File: src/rtl/uart.sv
// 8N1 UART with independent transmitter and receiver sharing one clock.
// The receiver double-registers the asynchronous rx line and samples each bit at its midpoint.
module uart #(
    parameter int unsigned CLK_FREQ = 50000000,
    parameter int unsigned BAUD     = 115200
) (
    input  logic       clk_50m,
    input  logic       reset,
    input  logic [7:0] din,
    input  logic       wr_en,
    output logic       tx,
    output logic       tx_busy,
    input  logic       rx,
    output logic       rdy,
    input  logic       rdy_clr,
    output logic [7:0] dout
);

    localparam int unsigned CLKS_PER_BIT = CLK_FREQ / BAUD;
    localparam int unsigned CNT_W        = $clog2(CLKS_PER_BIT + 1);
    localparam logic [CNT_W-1:0] BIT_LAST  = CNT_W'(CLKS_PER_BIT - 1);
    localparam logic [CNT_W-1:0] HALF_LAST = CNT_W'(CLKS_PER_BIT / 2 - 1);

    typedef enum logic [1:0] {StIdle, StStart, StData, StStop} state_e;

    // Transmitter
    state_e           tx_state_q, tx_state_d;
    logic [CNT_W-1:0] tx_cnt_q, tx_cnt_d;
    logic [2:0]       tx_bit_q, tx_bit_d;
    logic [7:0]       tx_shift_q, tx_shift_d;
    logic             tx_q, tx_d;

    always_ff @(posedge clk_50m) begin
        if (reset) begin
            tx_state_q <= StIdle;
            tx_cnt_q   <= '0;
            tx_bit_q   <= '0;
            tx_shift_q <= '0;
            tx_q       <= 1'b1;
        end else begin
            tx_state_q <= tx_state_d;
            tx_cnt_q   <= tx_cnt_d;
            tx_bit_q   <= tx_bit_d;
            tx_shift_q <= tx_shift_d;
            tx_q       <= tx_d;
        end
    end

    // tx_d is the line level for the state being entered, so tx stays a clean flop output.
    always_comb begin
        tx_state_d = tx_state_q;
        tx_cnt_d   = tx_cnt_q;
        tx_bit_d   = tx_bit_q;
        tx_shift_d = tx_shift_q;
        tx_d       = tx_q;
        unique case (tx_state_q)
            StIdle: begin
                tx_d = 1'b1;
                if (wr_en) begin
                    tx_shift_d = din;
                    tx_cnt_d   = '0;
                    tx_state_d = StStart;
                    tx_d       = 1'b0;
                end
            end
            StStart: begin
                if (tx_cnt_q == BIT_LAST) begin
                    tx_cnt_d   = '0;
                    tx_bit_d   = '0;
                    tx_state_d = StData;
                    tx_d       = tx_shift_q[0];
                end else begin
                    tx_cnt_d = tx_cnt_q + 1'b1;
                end
            end
            StData: begin
                if (tx_cnt_q == BIT_LAST) begin
                    tx_cnt_d = '0;
                    if (tx_bit_q == 3'd7) begin
                        tx_state_d = StStop;
                        tx_d       = 1'b1;
                    end else begin
                        tx_bit_d   = tx_bit_q + 3'd1;
                        tx_shift_d = {1'b0, tx_shift_q[7:1]};
                        tx_d       = tx_shift_q[1];
                    end
                end else begin
                    tx_cnt_d = tx_cnt_q + 1'b1;
                end
            end
            StStop: begin
                if (tx_cnt_q == BIT_LAST) begin
                    tx_cnt_d   = '0;
                    tx_state_d = StIdle;
                end else begin
                    tx_cnt_d = tx_cnt_q + 1'b1;
                end
            end
            default: tx_state_d = StIdle;
        endcase
    end

    assign tx      = tx_q;
    assign tx_busy = (tx_state_q != StIdle);

    // Receiver
    logic             rx_sync1_q, rx_sync2_q;
    state_e           rx_state_q, rx_state_d;
    logic [CNT_W-1:0] rx_cnt_q, rx_cnt_d;
    logic [2:0]       rx_bit_q, rx_bit_d;
    logic [7:0]       rx_shift_q, rx_shift_d;
    logic [7:0]       dout_q, dout_d;
    logic             rdy_q, rdy_d;

    always_ff @(posedge clk_50m) begin
        if (reset) begin
            rx_sync1_q <= 1'b1;
            rx_sync2_q <= 1'b1;
            rx_state_q <= StIdle;
            rx_cnt_q   <= '0;
            rx_bit_q   <= '0;
            rx_shift_q <= '0;
            dout_q     <= '0;
            rdy_q      <= 1'b0;
        end else begin
            rx_sync1_q <= rx;
            rx_sync2_q <= rx_sync1_q;
            rx_state_q <= rx_state_d;
            rx_cnt_q   <= rx_cnt_d;
            rx_bit_q   <= rx_bit_d;
            rx_shift_q <= rx_shift_d;
            dout_q     <= dout_d;
            rdy_q      <= rdy_d;
        end
    end

    // The half-bit wait in StStart aligns every later full-bit wait to a bit midpoint.
    always_comb begin
        rx_state_d = rx_state_q;
        rx_cnt_d   = rx_cnt_q;
        rx_bit_d   = rx_bit_q;
        rx_shift_d = rx_shift_q;
        dout_d     = dout_q;
        rdy_d      = rdy_clr ? 1'b0 : rdy_q;
        unique case (rx_state_q)
            StIdle: begin
                rx_cnt_d = '0;
                if (!rx_sync2_q) rx_state_d = StStart;
            end
            StStart: begin
                if (rx_cnt_q == HALF_LAST) begin
                    rx_cnt_d   = '0;
                    rx_bit_d   = '0;
                    rx_state_d = rx_sync2_q ? StIdle : StData;
                end else begin
                    rx_cnt_d = rx_cnt_q + 1'b1;
                end
            end
            StData: begin
                if (rx_cnt_q == BIT_LAST) begin
                    rx_cnt_d   = '0;
                    rx_shift_d = {rx_sync2_q, rx_shift_q[7:1]};
                    if (rx_bit_q == 3'd7) rx_state_d = StStop;
                    else                  rx_bit_d   = rx_bit_q + 3'd1;
                end else begin
                    rx_cnt_d = rx_cnt_q + 1'b1;
                end
            end
            StStop: begin
                if (rx_cnt_q == BIT_LAST) begin
                    rx_cnt_d   = '0;
                    rx_state_d = StIdle;
                    // A completing byte overrides a same-cycle rdy_clr.
                    if (rx_sync2_q) begin
                        dout_d = rx_shift_q;
                        rdy_d  = 1'b1;
                    end
                end else begin
                    rx_cnt_d = rx_cnt_q + 1'b1;
                end
            end
            default: rx_state_d = StIdle;
        endcase
    end

    assign dout = dout_q;
    assign rdy  = rdy_q;

endmodule

File: config.mk
export PLATFORM = sky130hd
export DESIGN_NAME = uart
export DESIGN_NICKNAME = d
export VERILOG_FILES = /design/src/rtl/uart.sv
export SDC_FILE = /design/constraint.sdc
export NUM_CORES = 1
export LEC_CHECK = 0
export BUFFER_PORTS_ARGS = -buffer_cell sky130_fd_sc_hd__buf_2
export CAP_MARGIN = 5
export CORE_MARGIN = 4
export CORE_UTILIZATION = 30
export CTS_CLUSTER_DIAMETER = 100
export DETAILED_ROUTE_END_ITERATION = 8
export GPL_TIMING_DRIVEN = 0
export HOLD_SLACK_MARGIN = 0.06
export PLACE_DENSITY = 0.47
export SYNTH_ARGS = -nofsm -noshare
export SYNTH_HDL_FRONTEND = slang
export SYNTH_SLANG_ARGS = --single-unit
File: constraint.sdc
create_clock -name clk_50m -period 2.2 [get_ports clk_50m]
set_clock_uncertainty 0.15 [all_clocks]
set_input_delay 0.11 -clock clk_50m [delete_from_list [all_inputs] [get_ports clk_50m]]
set_output_delay 0.11 -clock clk_50m [all_outputs]
set_load 0.02 [all_outputs]
==> run_results.csv <==
group,metric,value,unit
logic_synthesis,synthDominantCellAreaShare,40.9,%
finish,antenna_cells,0,
clock_tree,path_clk_slew,0.11,ns
grt,grt_max_degree,21,
clock_tree,cts_buffers,5,
power_and_ir_drop,swShare,35.4,%
critical_path,crit_path_max_fanout,10,
worst_hold_path,hp-class,"in -> reg",
logic_synthesis,netlist_area,2740,µm²
place,placed_area,2990,µm²
sta,finalMaxSlewViolations,0,
logic_synthesis,ys_seq_area_share,40.9,%
logic_synthesis,netlist_top_cells_area,"dfxtp_1, mux2i_1, ha_1",
finish,area_growth,17.4,%
sta,setup_tns,0,ns
sta,rsz0062_at_grt,"false",
finish,mostFrequentLayoutCell,"dfxtp_1",
power_and_ir_drop,p_int,1.71,mW
finish,final_area,3220,µm²
route,wl_per_cell,13.5,µm
finish,fin_nets,356,
clock_tree,cts_max_path_buffers,2,
sta,setup_viol_count_final,0,
sta,relSlewSlack,58.9,%
logic_synthesis,synth_edf_count,0,
grt,grt_overflow,0,
power_and_ir_drop,p_clk_share,23.2,%
place,placed_cells,417,
grt,grt_pass1_wl,10400,µm
clock_tree,clock-sinks,56,
run,maxCapViolCount,0,
critical_path,startpoint_type,"register",
logic_synthesis,synthDistinctLibCells,52,
power_and_ir_drop,p_leak,1.35,nW
finish,post-route-util,36.6,%
route,ant_nets,0,
route,first_iter_violations,99,
logic_synthesis,ys_async_sr_fraction,0,%
power_and_ir_drop,switching_power,0.936,mW
sta,hold_viol_final,0,
critical_path,worstSetupEndpointType,"register",
grt,grt_pass1_vias,2089,
route,totalWireLength,5900,µm
power_and_ir_drop,vdd_drop_max,0.382,mV
power_and_ir_drop,p_per_area,821,nW/µm²
die,die_y,104,µm
finish,layout-drive-gt1-share,16.4,%
place,detailed_place_hpwl,4190,µm
grt,grt_usage,11.3,%
logic_synthesis,avgSynthCellArea,9.56,µm²
finish,finalNonFillerCells,437,
critical_path,crit_required,2.28,ns
clock_tree,clock_latency,0.31,ns
route,viasPerCell,4.97,
route,vias,2170,
status,status,"complete, no violations",
sta,fmax,489,MHz
power_and_ir_drop,total_power,2.64,mW
logic_synthesis,synthesis.nets,315,
logic_synthesis,synth_area_leader_cell,"dfxtp_1",
die,floorplan.initialDensity,31.2,%
logic_synthesis,yosys_warnings,0,
die,die_x,104,µm
clock_tree,htree_levels,2,
clock_tree,tritoncts,"yes",
logic_synthesis,synth_cells,287,
clock_tree,root_buffer,"clkbuf_8",
place,place_worst_setup_slack,-0.118,ns
sta,finalCritPeriodShare,93.0,%
die,die_area,10700,µm²
route,drtPass1Iterations,4,
sta,min_period,2.05,ns
power_and_ir_drop,power_frac_comb,32.6,%
grt,antenna_found_initial,0,
route,route.detailed.drc,0,
finish,mostFrequentLayoutCells,"dfxtp_1, nor2_1, mux2i_1",
sta,worst_slack,0.153,ns
logic_synthesis,synth-seq-cells,56,
power_and_ir_drop,seq_power_share,44.2,%
logic_synthesis,synth_top_flop_cell,"dfxtp_1",
die,coreArea,8810,µm²
die,ios,24,
place,port_buffers,22,
critical_path,critPathKind,"reg -> reg",
die,num_rows,34,
critical_path,critPathArrivalTime,2.13,ns
sta,fin_worst_hold_slack,0.0844,ns
sta,worst_pin_slew,0.616,ns
place,gp_congestion,0.772,
-- timing repair --
item,in CTS,in global routing
setup endpoints to repair,1,5
setup buffers,0,2
hold buffers,10,0
pin swaps,0,1
hold endpoints to repair,10,0
gates resized for setup,1,6
-- cell usage after synthesis, types with 5 or more instances --
master / instances
nor2_1: 39
nand2b_1: 6
xor2_1: 6
dfxtp_1: 56
nand3_1: 11
o21ai_0: 6
mux2i_1: 28
inv_1: 12
clkbuf_1: 6
nand4_1: 7
a21oi_1: 17
a311oi_1: 5
nand2_1: 12
ha_1: 15
-- layout make-up --
type	instances	area, µm²
Buffer	13	68.8
Clock buffer	5	68.8
Clock inverter	3	33.8
Fill cell	895	5590
Inverter	12	45.0
Multi-Input combinational cell	206	1520
Sequential cell	56	1120
Tap cell	108	135
Timing Repair Buffer	34	225
-- power by group through the flow --
stage               combinational (mW)  clock, mW  sequential, mW
floorplan                        0.612          0            1.19
global placement                 0.810          0            1.19
detailed placement               0.811          0            1.19
CTS                              0.827      0.651            1.17
global route                     0.964      0.687            1.19
finish                           0.863      0.613            1.17
-- worst max-delay path, cell delays in order, from the launching register on --
cell and delay (ns):
dfxtp_1 0.37, inv_1 0.12, ha_1 0.14, buf_2 0.20, nand2b_2 0.14, o31ai_4 0.31, buf_6 0.19, a21oi_1 0.09
a311oi_2 0.24
-- cell families (layout without fill, tap and decap cells) --
logic type               count (synthesis)  after routing  synth area share (%)
AND/OR/NAND/NOR                        100            100                  20.2
AO/OA/AOI/OAI                           56             56                  15.7
flip-flops                              56             56                  40.9
multiplexers                            28             28                  10.2
buffers and inverters                   25             67                  3.97
adder cells (fa/ha/maj)                 15             15                  6.84
XOR/XNOR                                 7              7                  2.23
-- state kept, by name, indices dropped and copies added, names as in the netlist, named ones only --
signal	cells
tx_state_q	2
rx_sync1_q	1
rx_cnt_q	9
rx_shift_q	8
tx_shift_q	8
tx_bit_q	3
rdy	1
tx	1
dout	8
rx_bit_q	3
rx_sync2_q	1
tx_cnt_q	9
rx_state_q	1
-- worst paths after layout --
| check | slack (ns) | from | depth (start not counted) | end |
|---|---|---|---|---|
| worst max-delay path | 0.15 | tx_state_q[0] | 8 | tx_shift_q[6] |
| worst min register to register | 0.28 | rx_sync1_q | 1 | rx_sync2_q |
| worst min-delay path | 0.08 | reset | 2 | tx_cnt_q[8] |
| worst max register to register | 0.15 | tx_state_q[0] | 8 | tx_shift_q[6] |
-- metal layers --
metal | wire length [µm] | share of wire [%] | track usage [%] | vias to the layer above
li1 | - | - | - | 1127
met1 | 3040 | 52 | 16.2 | 1007
met2 | 2640 | 45 | 17.7 | 32
met3 | 153 | 2.6 | 1.49 | 4
met4 | 64 | 1.1 | 3.42 | 0
met5 | 0 | 0 | 0 | -
(Power assumes the default switching activity.)
